===== src/rtl/tx_ser_pkg.sv =====
// Shared types and PRBS7 helpers for the TX serializer.
package tx_ser_pkg;

    typedef enum logic [1:0] {
        DATA  = 2'd0,
        PRBS7 = 2'd1,
        CLK   = 2'd2,
        ZERO  = 2'd3
    } mode_e;

    typedef enum logic {
        IDLE = 1'b0,
        RUN  = 1'b1
    } state_e;

    localparam int unsigned PRBS7_LEN    = 7;
    localparam int unsigned PRBS7_TAP_HI = 6;
    localparam int unsigned PRBS7_TAP_LO = 5;

    // x^7 + x^6 + 1, Fibonacci form; the output bit is s[6].
    function automatic logic [PRBS7_LEN-1:0] prbs7_next(input logic [PRBS7_LEN-1:0] s);
        return {s[PRBS7_LEN-2:0], s[PRBS7_TAP_HI] ^ s[PRBS7_TAP_LO]};
    endfunction

endpackage


===== src/rtl/tx_serializer_prbs7_gen.sv =====
// PRBS7 LFSR that advances one state per asserted step.
module prbs7_gen
    import tx_ser_pkg::*;
#(
    parameter logic [6:0] SEED = 7'h7F
) (
    input  logic       clk,
    input  logic       rst,
    input  logic       step_i,
    output logic [6:0] lfsr_o
);

    // An all-zero seed would lock the LFSR, so it is replaced.
    localparam logic [6:0] SEED_EFF = (SEED == 7'h00) ? 7'h01 : SEED;

    logic [6:0] lfsr_q, lfsr_d;

    always_comb begin
        lfsr_d = step_i ? prbs7_next(lfsr_q) : lfsr_q;
    end

    always_ff @(posedge clk or posedge rst) begin
        if (rst) begin
            lfsr_q <= SEED_EFF;
        end else begin
            lfsr_q <= lfsr_d;
        end
    end

    assign lfsr_o = lfsr_q;

endmodule


===== src/rtl/tx_serializer.sv =====
// Word-to-bit serializer with PRBS7/clock/zero patterns and PRBS7 gap fill.
module tx_serializer
    import tx_ser_pkg::*;
#(
    parameter int unsigned WIDTH     = 8,
    parameter bit          LSB_FIRST = 1'b1,
    parameter logic [6:0]  PRBS_SEED = 7'h7F
) (
    input  logic             clk,
    input  logic             rst,
    input  logic [WIDTH-1:0] din,
    input  logic             din_valid,
    output logic             din_ready,
    input  logic [1:0]       mode,
    output logic             out,
    output logic             frame,
    output logic             underrun
);

    localparam int unsigned CNT_W = (WIDTH > 1) ? $clog2(WIDTH) : 1;
    localparam logic [CNT_W-1:0] CNT_LAST = CNT_W'(WIDTH - 1);

    state_e           state_q, state_d;
    logic [WIDTH-1:0] hold_q, hold_d;
    logic             hold_v_q, hold_v_d;
    logic [WIDTH-1:0] sreg_q, sreg_d;
    logic [CNT_W-1:0] cnt_q, cnt_d;
    logic             out_q, out_d;
    logic             frame_q, frame_d;
    logic             underrun_q, underrun_d;
    logic             fill_q, fill_d;
    logic             prbs_word_q, prbs_word_d;

    logic             last;
    logic             xfer;
    logic             load;
    logic             consume;
    logic             lfsr_step;
    logic [6:0]       lfsr;
    logic [6:0]       prbs_base;

    // Maps a word given in serialization order onto the shift register layout.
    function automatic logic [WIDTH-1:0] to_sreg(input logic [WIDTH-1:0] seq);
        logic [WIDTH-1:0] r;
        r = '0;
        for (int unsigned i = 0; i < WIDTH; i++) begin
            r[i] = LSB_FIRST ? seq[i] : seq[WIDTH-1-i];
        end
        return r;
    endfunction

    function automatic logic [WIDTH-1:0] prbs_word(input logic [6:0] start);
        logic [6:0]       s;
        logic [WIDTH-1:0] seq;
        s   = start;
        seq = '0;
        for (int unsigned i = 0; i < WIDTH; i++) begin
            seq[i] = s[6];
            s      = prbs7_next(s);
        end
        return to_sreg(seq);
    endfunction

    function automatic logic [WIDTH-1:0] clk_word();
        logic [WIDTH-1:0] seq;
        seq = '0;
        for (int unsigned i = 0; i < WIDTH; i++) begin
            seq[i] = ((i % 2) == 0);
        end
        return to_sreg(seq);
    endfunction

    assign last      = (state_q == RUN) && (cnt_q == CNT_LAST);
    assign din_ready = ~hold_v_q | last;
    assign xfer      = din_valid & din_ready;

    // The LFSR steps once per emitted PRBS bit; a word loaded on the same edge
    // as the final step must start from the post-step state.
    assign lfsr_step = (state_q == RUN) & prbs_word_q;
    assign prbs_base = lfsr_step ? prbs7_next(lfsr) : lfsr;

    prbs7_gen #(
        .SEED(PRBS_SEED)
    ) u_prbs7_gen (
        .clk   (clk),
        .rst   (rst),
        .step_i(lfsr_step),
        .lfsr_o(lfsr)
    );

    always_comb begin
        state_d     = state_q;
        hold_d      = hold_q;
        hold_v_d    = hold_v_q;
        sreg_d      = sreg_q;
        cnt_d       = cnt_q;
        out_d       = 1'b0;
        frame_d     = 1'b0;
        underrun_d  = 1'b0;
        fill_d      = 1'b0;
        prbs_word_d = prbs_word_q;
        load        = 1'b0;
        consume     = 1'b0;

        if (state_q == IDLE) begin
            if (hold_v_q || (mode_e'(mode) != DATA)) begin
                state_d = RUN;
                load    = 1'b1;
            end
        end else begin
            out_d      = LSB_FIRST ? sreg_q[0] : sreg_q[WIDTH-1];
            frame_d    = (cnt_q == '0);
            underrun_d = fill_q;
            sreg_d     = LSB_FIRST ? (sreg_q >> 1) : (sreg_q << 1);
            cnt_d      = last ? '0 : cnt_q + 1'b1;
            load       = last;
        end

        if (load) begin
            case (mode_e'(mode))
                DATA: begin
                    if (hold_v_q) begin
                        sreg_d      = hold_q;
                        consume     = 1'b1;
                        prbs_word_d = 1'b0;
                    end else begin
                        sreg_d      = prbs_word(prbs_base);
                        fill_d      = 1'b1;
                        prbs_word_d = 1'b1;
                    end
                end
                PRBS7: begin
                    sreg_d      = prbs_word(prbs_base);
                    prbs_word_d = 1'b1;
                end
                CLK: begin
                    sreg_d      = clk_word();
                    prbs_word_d = 1'b0;
                end
                ZERO: begin
                    sreg_d      = '0;
                    prbs_word_d = 1'b0;
                end
                default: begin
                    sreg_d      = '0;
                    prbs_word_d = 1'b0;
                end
            endcase
        end

        if (xfer) begin
            hold_d   = din;
            hold_v_d = 1'b1;
        end else if (consume) begin
            hold_v_d = 1'b0;
        end
    end

    always_ff @(posedge clk or posedge rst) begin
        if (rst) begin
            state_q     <= IDLE;
            hold_q      <= '0;
            hold_v_q    <= 1'b0;
            sreg_q      <= '0;
            cnt_q       <= '0;
            out_q       <= 1'b0;
            frame_q     <= 1'b0;
            underrun_q  <= 1'b0;
            fill_q      <= 1'b0;
            prbs_word_q <= 1'b0;
        end else begin
            state_q     <= state_d;
            hold_q      <= hold_d;
            hold_v_q    <= hold_v_d;
            sreg_q      <= sreg_d;
            cnt_q       <= cnt_d;
            out_q       <= out_d;
            frame_q     <= frame_d;
            underrun_q  <= underrun_d;
            fill_q      <= fill_d;
            prbs_word_q <= prbs_word_d;
        end
    end

    assign out      = out_q;
    assign frame    = frame_q;
    assign underrun = underrun_q;

endmodule


===== config.mk =====
export PLATFORM = sky130hd
export DESIGN_NAME = tx_serializer
export DESIGN_NICKNAME = d
export VERILOG_FILES = /design/src/rtl/tx_ser_pkg.sv /design/src/rtl/tx_serializer_prbs7_gen.sv /design/src/rtl/tx_serializer.sv
export SDC_FILE = /design/constraint.sdc
export NUM_CORES = 1
export LEC_CHECK = 0
export BUFFER_PORTS_ARGS = -buffer_cell sky130_fd_sc_hd__buf_2
export CORE_ASPECT_RATIO = 0.6
export CORE_MARGIN = 2
export CORE_UTILIZATION = 39
export CTS_BUF_LIST = sky130_fd_sc_hd__clkbuf_8
export DETAILED_ROUTE_END_ITERATION = 7
export PLACE_DENSITY_LB_ADDON = 0.25
export SKIP_CTS_REPAIR_TIMING = 1
export SYNTH_ARGS = -nofsm -noshare
export SYNTH_HDL_FRONTEND = slang
export SYNTH_SLANG_ARGS = --single-unit

===== constraint.sdc =====
create_clock -name clk -period 3 [get_ports clk]
set_input_delay 0.6 -clock clk [delete_from_list [all_inputs] [get_ports clk]]
set_output_delay 0.6 -clock clk [all_outputs]
set_load 0.005 [all_outputs]

==> impl_results.md <==
- Result of the run: finished clean
- Top cell type's share of synthesized area: 42.2%
- Vias in the first global route: around 1100
- Min cycle time layout: around 2.1 ns
- Clock skew after layout: between 0.002 and 0.003 ns
- Flip-flop and latch count after synthesis: 33
- Post-route worst hold slack: 0.268 ns
- Syn. warnings: 0
- Total routing resource utilization after global routing: roughly 16%
- Clock-pin slew of the registers on the worst-case setup and hold paths: 0.06 ns
- Detailed placement HPWL: around 2.3 mm
- Largest net degree at the start of global routing: 26
- Setup Total Neg Slack: 0 ns
- Average wire per cell in the routed design: between 15 and 20 um
- Worst slack, placed: roughly 0.93 ns
- Count of pins on the block boundary: 17
- Count of buffers from port buffering: 16
- Worst rel slew slack: a little under half
- Num rows: 17
- Net count after synthesis: between 150 and 200
- P_leak: about 0.00084 uW
- Fraction of final layout cells sized beyond drive strength 1: between 20% and 30%
- Number of antenna violations at the first check in global routing: 0
- TritonCTS clock tree: yes
- Final core utilization: between 40% and 50%
- Count of distinct cell types in the synthesized netlist: 38
- Most used standard cell by instance count after synthesis: sky130_fd_sc_hd__dfrtp_1
- Type of the worst min-delay path: input pin to async pin
- Die X: between 80 and 90 um
- Initial DRT Pass Iterations: 4
- Maximum frequency from static timing analysis: about 470 MHz
- Sequential cell area fraction in the yosys report: a little over half
- RSZ-0062 raised after global routing: false
- Worst Tran Pin Value: between 0.7 and 0.8 ns
- Mapped Cells: between 100 and 150
- Final Worst Setup Slack: just under 0.9 ns
- Proportion of register bits with asynchronous set or reset after synthesis: 100%
- Antenna Cells: 0
- Average instance area after synthesis: 11.1 sq um
- Top_reg_cell synth: sky130_fd_sc_hd__dfrtp_1
- Nets: between 150 and 200
- Combined flip-flop and latch cell area: approximately 830 sq um
- Largest cells by area after synthesis: sky130_fd_sc_hd__dfrtp_1, sky130_fd_sc_hd__dfstp_2, sky130_fd_sc_hd__mux2_2
- Total Wirelength: between 3 and 4 mm
- Count of non-filler cells in the finished layout: between 200 and 250
- Data required time at the worst endpoint: approximately 3.2 ns
- Portion of the clock cycle consumed by the worst path in the final layout: around 71%
- Arrival time of the worst setup path: roughly 2.3 ns
- Final Hold Fails: 0
- # Max-Cap Violations: 0
- Mapped cell area: about 1500 sq um
- First-pass GRT wire length: about 5.4 mm
- Area used by multi-input combinational logic: 638 sq um
- Core box area: around 3700 sq um
- Worst ir drop on vdd: approximately 0.38 mV
- H-tree lvl count: 2
- Antenna Violating Nets Remaining: 0
- Number of synthesized flops with an enable pin: 0
- Kind of launch point of the worst setup path: register
- Drt initial violations: 60
- Largest fanout on the critical path: 9
- Number of fill cells: roughly 370
- Via count of the routed design: about 1100
- Fin. max-slew vios: 0
- Cell at the root of the clock tree: sky130_fd_sc_hd__clkbuf_8
- Global-route congestion overflow total: 0
- Path type of the worst setup path: register to register
- Worst-case clock buffer depth: 2
- Average via count per standard cell: roughly 5.3
- Total clock buffers created by CTS: 5
- Power density cells: approximately 760 nW/um^2
- Leading post-synthesis cells by instance count: sky130_fd_sc_hd__dfrtp_1, sky130_fd_sc_hd__nand2_1, sky130_fd_sc_hd__nor2_1
- Area leader, netlist: sky130_fd_sc_hd__dfrtp_1
- Layout-stage area growth over the synthesis result: 12.3%
- Floorplan die area: approximately 4500 sq um
- Total instance count after detailed placement: just under 200
- Number of endpoints failing setup at the final stage: 0
- Number of DRC violations after detailed routing: 0
- Clock latency reported for the late side of the worst-skew pair: 0.28 ns
- Number of clock sinks: 33
- Die height: between 50 and 60 um
- Effective utilization at floorplan: approximately two fifths
- Gp weighted congestion: around 0.89
- Crit. End Element: register
-- power by group --
group / total [uW] / switching (uW) / internal, uW / leakage (uW)
clock network: 303 / 148 / 154 / 0.0000519
registers: 647 / 79.2 / 568 / 0.000396
logic: 364 / 188 / 176 / 0.000392
-- path summary, 6_finish.rpt --
path / start / to / slack [ns] / cells after the start
setup / recovery: cnt_q[0] / sreg_q[2] / 0.88 / 6
hold / removal: rst / out / 0.27 / 2
setup reg to reg: cnt_q[0] / sreg_q[2] / 0.88 / 6
hold reg to reg: fill_q / underrun / 0.46 / 1
max in group asynchronous: rst / hold_q[1] / 2.09 / 3
min in group clk: fill_q / underrun / 0.46 / 1
-- logic make-up (layout without fill, tap and decap cells) --
kind of cell	Yosys count	in the layout	synth area share, %
adder cells (fa/ha/maj)	3	3	2.44
buffers and inverters	14	33	4.39
AND/OR/NAND/NOR	41	41	12.8
flip-flops	33	33	54.2
multiplexers	14	14	10.2
XOR/XNOR	2	2	1.14
AO/OA/AOI/OAI	32	32	14.9
-- worst max-delay path, cell delays in order (launching register included) --
cell,delay [ns]
sky130_fd_sc_hd__dfrtp_1,0.39
sky130_fd_sc_hd__ha_1,0.21
sky130_fd_sc_hd__ha_1,0.25
sky130_fd_sc_hd__nor2b_1,0.64
sky130_fd_sc_hd__a211oi_4,0.14
sky130_fd_sc_hd__a22oi_1,0.22
sky130_fd_sc_hd__a31oi_1,0.12
-- per-layer routing --
metal | vias to the layer above | global-route usage (%) | part of all wire (%)
met3 | 5 | 6.46 | 6.5
met2 | 32 | 21.9 | 40
met5 | - | 0 | 0
met4 | 0 | 6.35 | 0.95
li1 | 523 | - | -
met1 | 524 | 23.4 | 53
-- registers in the layout, summed over array words and instances, names as in the netlist --
register	count
cnt_q	3
fill_q	1
frame	1
hold_q	8
hold_v_q	1
out	1
prbs_word_q	1
sreg_q	8
state_q	1
u_prbs7_gen.lfsr_o	7
underrun	1
-- final cells by class --
cell class / count / area share, %
well taps: 47 / 3.40
clock inverters: 3 / 0.651
multi-input cells: 92 / 36.9
repair buffers: 17 / 5.07
inverters: 8 / 1.74
clock buffers: 5 / 3.98
flip-flops and latches: 33 / 48.3
-- layout by cell type, fill, tap and decap left out, types with 2 or more instances in the layout --
| cell type | Yosys | layout |
|---|---|---|
| sky130_fd_sc_hd__a21o_1 | 3 | 3 |
| sky130_fd_sc_hd__nand2_2 | 2 | 2 |
| sky130_fd_sc_hd__ha_1 | 3 | 3 |
| sky130_fd_sc_hd__clkbuf_8 | 0 | 5 |
| sky130_fd_sc_hd__buf_2 | 3 | 16 |
| sky130_fd_sc_hd__inv_1 | 8 | 11 |
| sky130_fd_sc_hd__a22oi_1 | 7 | 7 |
| sky130_fd_sc_hd__a31oi_1 | 5 | 5 |
| sky130_fd_sc_hd__nand2_1 | 12 | 12 |
| sky130_fd_sc_hd__nor2_1 | 12 | 12 |
| sky130_fd_sc_hd__nand3_1 | 2 | 2 |
| sky130_fd_sc_hd__dfrtp_1 | 26 | 26 |
| sky130_fd_sc_hd__and3_1 | 2 | 2 |
| sky130_fd_sc_hd__mux2_1 | 2 | 2 |
| sky130_fd_sc_hd__nor2b_1 | 2 | 2 |
| sky130_fd_sc_hd__nand2b_1 | 3 | 3 |
| sky130_fd_sc_hd__a21oi_1 | 3 | 3 |
| sky130_fd_sc_hd__mux2_2 | 11 | 11 |
| sky130_fd_sc_hd__o21ai_0 | 6 | 6 |
| sky130_fd_sc_hd__dfstp_2 | 7 | 7 |
| sky130_fd_sc_hd__and2_1 | 2 | 2 |
-- through the flow --
stage,total power [uW],cell area (sq um)
3_5_place_dp,1020,1650
5_1_grt,1420,1730
4_1_cts,1330,1730
6_report,1310,1730
2_1_floorplan,918,1540
3_3_place_gp,998,1650
Note: power is estimated with default switching activity, not from simulation.
